==> config.mk <==
export PLATFORM = sky130hd
export DESIGN_NAME = instruction_packer
export DESIGN_NICKNAME = d
export VERILOG_FILES = /design/src/rtl/instruction_packer.sv
export SDC_FILE = /design/constraint.sdc
export NUM_CORES = 1
export LEC_CHECK = 0
export ABC_CLOCK_PERIOD_IN_PS = 3500
export CELL_PAD_IN_SITES_DETAIL_PLACEMENT = 1
export CELL_PAD_IN_SITES_GLOBAL_PLACEMENT = 2
export CORE_MARGIN = 2
export CORE_UTILIZATION = 30
export CTS_CLUSTER_DIAMETER = 40
export CTS_CLUSTER_SIZE = 24
export DETAILED_ROUTE_END_ITERATION = 7
export HOLD_SLACK_MARGIN = 0.1
export PLACE_DENSITY_LB_ADDON = 0.1
export SETUP_SLACK_MARGIN = 0.4
export SYNTH_ARGS = -nofsm -noshare
export SYNTH_HDL_FRONTEND = slang
export SYNTH_SLANG_ARGS = --single-unit
==> constraint.sdc <==
create_clock -name i_clk -period 3.5 [get_ports i_clk]
set_input_delay 0.525 -clock i_clk [delete_from_list [all_inputs] [get_ports i_clk]]
set_output_delay 0.525 -clock i_clk [all_outputs]
set_load 0.005 [all_outputs]
==> src/rtl/instruction_packer.sv <==
// instruction_packer: packs UART bytes (little-endian) into 32-bit words, buffers them in a FIFO and issues one per strobe.
// Optional macro INSTRUCTION_PACKER_CHECKSUM_EN adds a trailing XOR check byte per word. Rev 1.0
`default_nettype none

module instruction_packer #(
  parameter int FIFO_DEPTH     = 8,
  parameter int TIMEOUT_CYCLES = 50000
) (
  input  logic                          i_clk,
  input  logic                          i_rst_n,
  input  logic [7:0]                    i_rx_data,
  input  logic                          i_rx_valid,
  input  logic                          i_hold,
  input  logic                          i_clear_errors,
  output logic [31:0]                   o_instruction,
  output logic                          o_instruction_ready,
  output logic [$clog2(FIFO_DEPTH):0]   o_fifo_level,
  output logic                          o_overflow,
  output logic                          o_frame_error
);

  localparam int PTR_W = $clog2(FIFO_DEPTH);
  localparam int LVL_W = PTR_W + 1;
  localparam int TMR_W = $clog2(TIMEOUT_CYCLES);
  localparam logic [TMR_W-1:0] TMR_LAST = TMR_W'(TIMEOUT_CYCLES - 1);
  localparam logic [LVL_W-1:0] LVL_FULL = LVL_W'(FIFO_DEPTH);

  typedef enum logic [1:0] {
    IDLE    = 2'd0,
`ifdef INSTRUCTION_PACKER_CHECKSUM_EN
    CHECK   = 2'd2,
`endif
    COLLECT = 2'd1
  } state_t;

  state_t             state;
  logic [1:0]         count;
  logic [TMR_W-1:0]   timer;
  logic [31:0]        word_buf;
  logic               frame_error;

  logic [31:0]        mem [FIFO_DEPTH];
  logic [PTR_W-1:0]   wr_ptr;
  logic [PTR_W-1:0]   rd_ptr;
  logic [LVL_W-1:0]   level;
  logic [31:0]        instruction;
  logic               instruction_ready;
  logic               overflow;

  logic               push_req;
  logic [31:0]        push_word;
  logic               pop;
  logic               full;
  logic               do_push;

  assign full    = (level == LVL_FULL);
  assign pop     = (level != '0) && !i_hold;
  assign do_push = push_req && (!full || pop);

`ifdef INSTRUCTION_PACKER_CHECKSUM_EN
  logic [7:0] checksum;
  assign checksum = word_buf[7:0] ^ word_buf[15:8] ^ word_buf[23:16] ^ word_buf[31:24];

  always_comb begin
    push_word = word_buf;
    push_req  = (state == CHECK) && i_rx_valid && (i_rx_data == checksum);
  end
`else
  // Top byte of word_buf is always zero while collecting, so OR-ing in the final byte completes the word.
  always_comb begin
    push_word = word_buf | {i_rx_data, 24'h0};
    push_req  = (state == COLLECT) && i_rx_valid && (count == 2'd3);
  end
`endif

  always_ff @(posedge i_clk or negedge i_rst_n) begin
    if (!i_rst_n) begin
      state       <= IDLE;
      count       <= '0;
      timer       <= '0;
      word_buf    <= '0;
      frame_error <= 1'b0;
    end else begin
      frame_error <= 1'b0;
      case (state)
        IDLE: begin
          if (i_rx_valid) begin
            word_buf <= {24'h0, i_rx_data};
            count    <= 2'd1;
            timer    <= '0;
            state    <= COLLECT;
          end
        end
        COLLECT: begin
          if (i_rx_valid) begin
            word_buf[{count, 3'b000} +: 8] <= i_rx_data;
            count <= count + 2'd1;
            timer <= '0;
            if (count == 2'd3) begin
`ifdef INSTRUCTION_PACKER_CHECKSUM_EN
              state <= CHECK;
`else
              state <= IDLE;
`endif
            end
          end else if (timer == TMR_LAST) begin
            state       <= IDLE;
            count       <= '0;
            timer       <= '0;
            frame_error <= 1'b1;
          end else begin
            timer <= timer + TMR_W'(1);
          end
        end
`ifdef INSTRUCTION_PACKER_CHECKSUM_EN
        CHECK: begin
          if (i_rx_valid) begin
            frame_error <= (i_rx_data != checksum);
            state       <= IDLE;
            count       <= '0;
            timer       <= '0;
          end else if (timer == TMR_LAST) begin
            state       <= IDLE;
            count       <= '0;
            timer       <= '0;
            frame_error <= 1'b1;
          end else begin
            timer <= timer + TMR_W'(1);
          end
        end
`endif
        default: state <= IDLE;
      endcase
    end
  end

  // Storage has no reset; validity is tracked entirely by the pointers and level.
  always_ff @(posedge i_clk) begin
    if (do_push) mem[wr_ptr] <= push_word;
  end

  always_ff @(posedge i_clk or negedge i_rst_n) begin
    if (!i_rst_n) begin
      wr_ptr            <= '0;
      rd_ptr            <= '0;
      level             <= '0;
      instruction       <= '0;
      instruction_ready <= 1'b0;
      overflow          <= 1'b0;
    end else begin
      if (pop) begin
        instruction       <= mem[rd_ptr];
        instruction_ready <= 1'b1;
        rd_ptr            <= rd_ptr + PTR_W'(1);
      end else begin
        instruction       <= '0;
        instruction_ready <= 1'b0;
      end
      if (do_push) wr_ptr <= wr_ptr + PTR_W'(1);
      case ({do_push, pop})
        2'b10:   level <= level + LVL_W'(1);
        2'b01:   level <= level - LVL_W'(1);
        default: level <= level;
      endcase
      if (push_req && !do_push) overflow <= 1'b1;
      else if (i_clear_errors)  overflow <= 1'b0;
    end
  end

  assign o_instruction       = instruction;
  assign o_instruction_ready = instruction_ready;
  assign o_fifo_level        = level;
  assign o_overflow          = overflow;
  assign o_frame_error       = frame_error;

endmodule

`default_nettype wire

# Word level (Yosys, flattened, before mapping)
# Memories as Yosys holds them, arrays and structs flattened.
# Cells that the tools add are included.
# word_totals
ff_bits	97
ramBits	256
input_bits	13
memories	1
# memory_table
name	words	width	rd	rd_clocked_by_memory_dff	write_ports	line_no	source
mem	8	32	1	0	1	42	logic [31:0] mem [FIFO_DEPTH];
# classes
add_sub_neg	7
eq_ne	10
shift	2
mux	25
bitwise_logic	1
reduce_logical	18
# op_table
cell	count
32-bit two-way mux	3
32-bit case mux with 2 select lines	1
16-bit two-way mux	3
32-bit bitwise mux	1
32-bit OR	1
16-bit case mux with 2 select lines	1
8-bit by 7-bit variable shift with 32-bit output (first input constant)	1
8-bit by 7-bit indexed part select with 32-bit output	1
16-bit by 1-bit adder with 16-bit output (second input constant)	1
16-bit == test (second input constant)	1
2-bit two-way mux	5
3-bit AND reduction	3
1-bit two-way mux	8
2-bit case mux with 2 select lines	2
4-bit case mux with 2 select lines	1
5-bit negator with 7-bit output	1
3-bit by 1-bit adder with 3-bit output (second input constant)	2
3-bit by 2-bit != test with 1-bit output (second input constant)	2
2-bit nonzero test	3
1-bit logical AND	5
4-bit by 1-bit adder with 4-bit output (second input constant)	1
2-bit by 1-bit == test with 1-bit output (second input constant)	2
2-bit == test (second input constant)	2
4-bit == test (second input constant)	1
other kinds (8)	11

# Longest topological paths before layout
# depth
depth_word	7
mapped_depth	9

# Least setup slack after synthesis
# OpenSTA, ideal clock, no wires.
# synth_path
path_type	input to register
startpoint	input i_rx_valid
endpoint	memory mem[0][0], enable pin
setup_ns	0.461
arrival_ns	3.493
t_required_ns	3.039
setup_slack_ns	-0.454
path_stages	5
cell_sequence	clkbuf_1 -> and3_1 -> o21a_1 -> nand2b_1 -> nor3_1
# synth_via
elab_chain_cells	5
# synth_rtl
element	line_no	source
start: declaration	12	input logic i_rx_valid,
1-bit logical AND (2 in a row)	72	push_req = (state == COLLECT) && i_rx_valid && (count == 2'd3);
1-bit logical AND	58	assign do_push = push_req && (!full || pop);
1-bit two-way mux	139	if (do_push) mem[wr_ptr] <= push_word;
1-bit two-way mux (not written as such)	139	
end: declaration	42	
# No other way between the ends.

# Worst setup path in the final report
# layout_path
startpoint	register state[0]
endpoint	memory mem[0][12], enable pin
# layout_via
elab_chain_cells	6
# layout_rtl
element	line_no	source
start: declaration	36	state_t state;
start signal: assignment	78	state <= IDLE;
start signal: assignment	91	state <= COLLECT;
start signal: assignment	103	state <= IDLE;
2-bit by 1-bit == test with 1-bit output	72	
1-bit logical AND (2 in a row)	72	
1-bit logical AND	58	
1-bit two-way mux	139	
1-bit two-way mux (not written as such)	139	
# No other way between the ends.

==> results.tsv <==
metric	value	unit
status	complete, no violations	
Leak Pwr	6.048	nW
total power draw	14.29	mW
total power divided by cell area	851.8	nW/µm²
Iteration-0 DRC Markers	391	
max cap viols	0	
synthesized cell area	13540	µm²
Root Buffer Master	clkbuf_16	
Worst IR Drop VDD	0.3826	mV
postcts setup bufs	0	
crit path launch type	register	
Largest delay share family, worst path	simple AND/OR/NAND/NOR gates	
post-CTS sizing	0	
GP Congestion	0.7249	
Critical Path End Type	register	
register area	10100	µm²
Hold WC Path Type	primary input to asynchronous set/reset pin	
top-area cell type share of the netlist area	0.5679	
Area Overhead vs Synth	23.93	%
critical path arrival	2.85	ns
CTS clk-pin slew, worst paths	0.05	ns
Site Rows	77	
Post-synth EDFFs	256	
Yosys reg bits	352	
WP data required	3.72	ns
ranking of synthesized cells by area	edfxtp_1, dfrtp_1, mux4_2	
final setup vio count	0	
antenna violations before repair	0	
die area	46830	µm²
TritonCTS Buffers	56	
minimum clock period	2.631	ns
share of post-route cells with drive strength above 1	0.2434	
gr ovfl total	0	
pin count of the biggest net entering global routing	53	
Chip Height	216.4	µm
worst path cell trace	and3_1 -> o21a_1 -> nand2b_1 -> nor3_4 -> buf_4	
clk sinks	352	
H-tree level count	2	
RSZ-0062 raised after global routing	false	
count of pins over their slew limit	0	
slowest stage delay, CP	0.66	ns
Core Box Area	44410	µm²
global-route wire length before repair	50.86	mm
gr usage total	0.1475	
CTS tree	yes	
Syn. warnings	0	
Yosys cell types	50	
Starting Density	0.3048	
register area share after synthesis	0.7454	
area of the multi-input gates	3334	µm²
Post-DRT Antenna Nets	0	
DRC	0	
cell count after synthesis	722	
final hold violations	0	
Setup CP Type	register to register	
Async SR Flop Fraction	0.2727	
dpl hpwl	20.45	mm
DIE WIDTH	216.4	µm
vias per cell	4.785	
Critical Path Fanout Max	32	
Setup TNS Final	0	ns
nets@finish	853	
number of port buffers	51	
Relative slew margins	0.2572	
vias in the first global route	7826	
Top FF cell, synth	edfxtp_1	
worst-margin pin slew	1.107	ns
buffers plus inverters on the worst setup path	1	
slowest CP cell	dfrtp_1	
fin util	0.3777	
area leader, netlist	edfxtp_1	
Clock Skew	0.01983	ns
Detailed Route WL	33.56	mm
Mapped Nets	746	
Max Fclk	380.0	MHz
Clk Latency, worst-skew pair	0.59	ns
CTS max path bufs	3	
syn_area_per_cell	18.75	µm²
First-pass DRT Iterations	5	
Filler cells	4328	
IO Count	52	
post-DR wirelength/cell	22.86	µm
period utilisation layout	0.7518	
via count	7025	
==> state kept, by name (all words and copies together), names as in the netlist <==
name and flops:
timer 16, word_buf 32, state 1, o_overflow 1, o_instruction_ready 1, o_instruction 32, count 2, rd_ptr 3
o_fifo_level 4, o_frame_error 1, mem 256, wr_ptr 3
==> stage by stage <==
stage / instance area [µm²] / std cells / setup WS [ns] / hold WS [ns]
after floorplan: 13550 / 722 / 0.4021 / 0.2294
after CTS: 16770 / 1467 / 0.8285 / 0.4059
after global routing: 16770 / 1467 / 0.7273 / 0.4530
after detailed placement: 15000 / 1362 / 0.5695 / 0.4854
final: 16770 / 1468 / 0.8687 / 0.4175
after global placement: 15000 / 1362 / 0.6674 / 0.4709
==> cell type report <==
class,instances,share of cell area
Timing Repair Buffer,79,0.04744
Inverter,11,0.002461
Sequential cell,352,0.6018
Clock buffer,62,0.08488
Antenna cell,1,0.0001492
Clock inverter,42,0.02029
Tap cell,592,0.04416
Multi-Input combinational cell,329,0.1988
==> cell families after synthesis <==
logic type	synth area share
XOR/XNOR	0.005177
AO/OA/AOI/OAI	0.04058
multiplexers	0.1349
AND/OR/NAND/NOR	0.04983
buffers and inverters	0.01340
flip-flops	0.7454
adder cells (fa/ha/maj)	0.01072
==> cells in the final DEF, fill, tap and decap left out, types with 4 or more instances in the layout <==
master | synthesis | layout
clkbuf_1 | 16 | 6
clkinv_1 | 0 | 5
a21oi_1 | 6 | 6
xnor2_1 | 5 | 5
inv_6 | 0 | 16
clkdlybuf4s50_1 | 0 | 50
clkinv_2 | 0 | 8
ha_1 | 10 | 10
clkbuf_16 | 0 | 56
edfxtp_1 | 256 | 256
a21o_1 | 4 | 4
nor2_1 | 52 | 46
a31oi_1 | 5 | 5
nor3_1 | 6 | 4
nand3_1 | 11 | 11
inv_1 | 10 | 10
a22o_1 | 33 | 33
buf_12 | 0 | 6
o21ai_1 | 4 | 4
mux2i_1 | 35 | 35
nor2_4 | 0 | 6
clkinv_4 | 0 | 7
nand4_1 | 7 | 7
o21ai_0 | 8 | 8
dfrtp_1 | 96 | 93
or2_2 | 9 | 9
buf_4 | 0 | 22
nand2_1 | 27 | 26
mux4_2 | 64 | 64
==> final timing paths <==
check / start / to / slack [ns] / cells after the start
worst max-delay path: state[0]$_DFFE_PN0P_ / mem[0][12]$_DFFE_PP_ / 0.87 / 5
worst min-delay path: i_rst_n / o_instruction[10]$_DFF_PN0_ / 0.42 / 2
worst max register to register: state[0]$_DFFE_PN0P_ / mem[0][12]$_DFFE_PP_ / 0.87 / 5
worst min register to register: word_buf[31]$_DFFE_PN0P_ / word_buf[31]$_DFFE_PN0P_ / 0.49 / 2
max in group asynchronous: i_rst_n / o_fifo_level[1]$_DFFE_PN0P_ / 2.40 / 3
min in group i_clk: word_buf[31]$_DFFE_PN0P_ / word_buf[31]$_DFFE_PN0P_ / 0.49 / 2
==> where the power goes <==
group / switching (mW) / internal, mW / total, mW
Sequential: 0.739 / 5.36 / 6.10
Clock: 2.08 / 3.07 / 5.15
Combinational: 1.42 / 1.62 / 3.04
==> synth_stat cells (2+ instances only) <==
library cell,n
edfxtp_1,256
dfrtp_1,96
mux4_2,64
nor2_1,52
mux2i_1,35
a22o_1,33
nand2_1,27
clkbuf_1,16
nand3_1,11
ha_1,10
inv_1,10
or2_2,9
o21ai_0,8
buf_2,7
nand4_1,7
a21oi_1,6
nor3_1,6
a31oi_1,5
buf_1,5
xnor2_1,5
a21o_1,4
o21ai_1,4
a32o_1,3
and3_1,3
mux2_2,3
nand2b_1,3
nor4_1,3
or3_1,3
or4_1,3
xor2_1,3
and4_1,2
o21a_1,2
==> layer usage <==
layer	wire, µm	vias to the layer above	GRT usage
li1	-	3109	-
met1	14910	3714	0.1947
met3	1459	62	0.03368
met2	16420	140	0.2425
met4	773	0	0.04589
met5	0	-	0
==> what timing repair did <==
item                                    CTS  global route
hold buffers                              1             0
endpoints found under the setup margin    0             0
endpoints found under the hold margin    23             0
No activity file was read; power rests on OpenSTA's default activity.
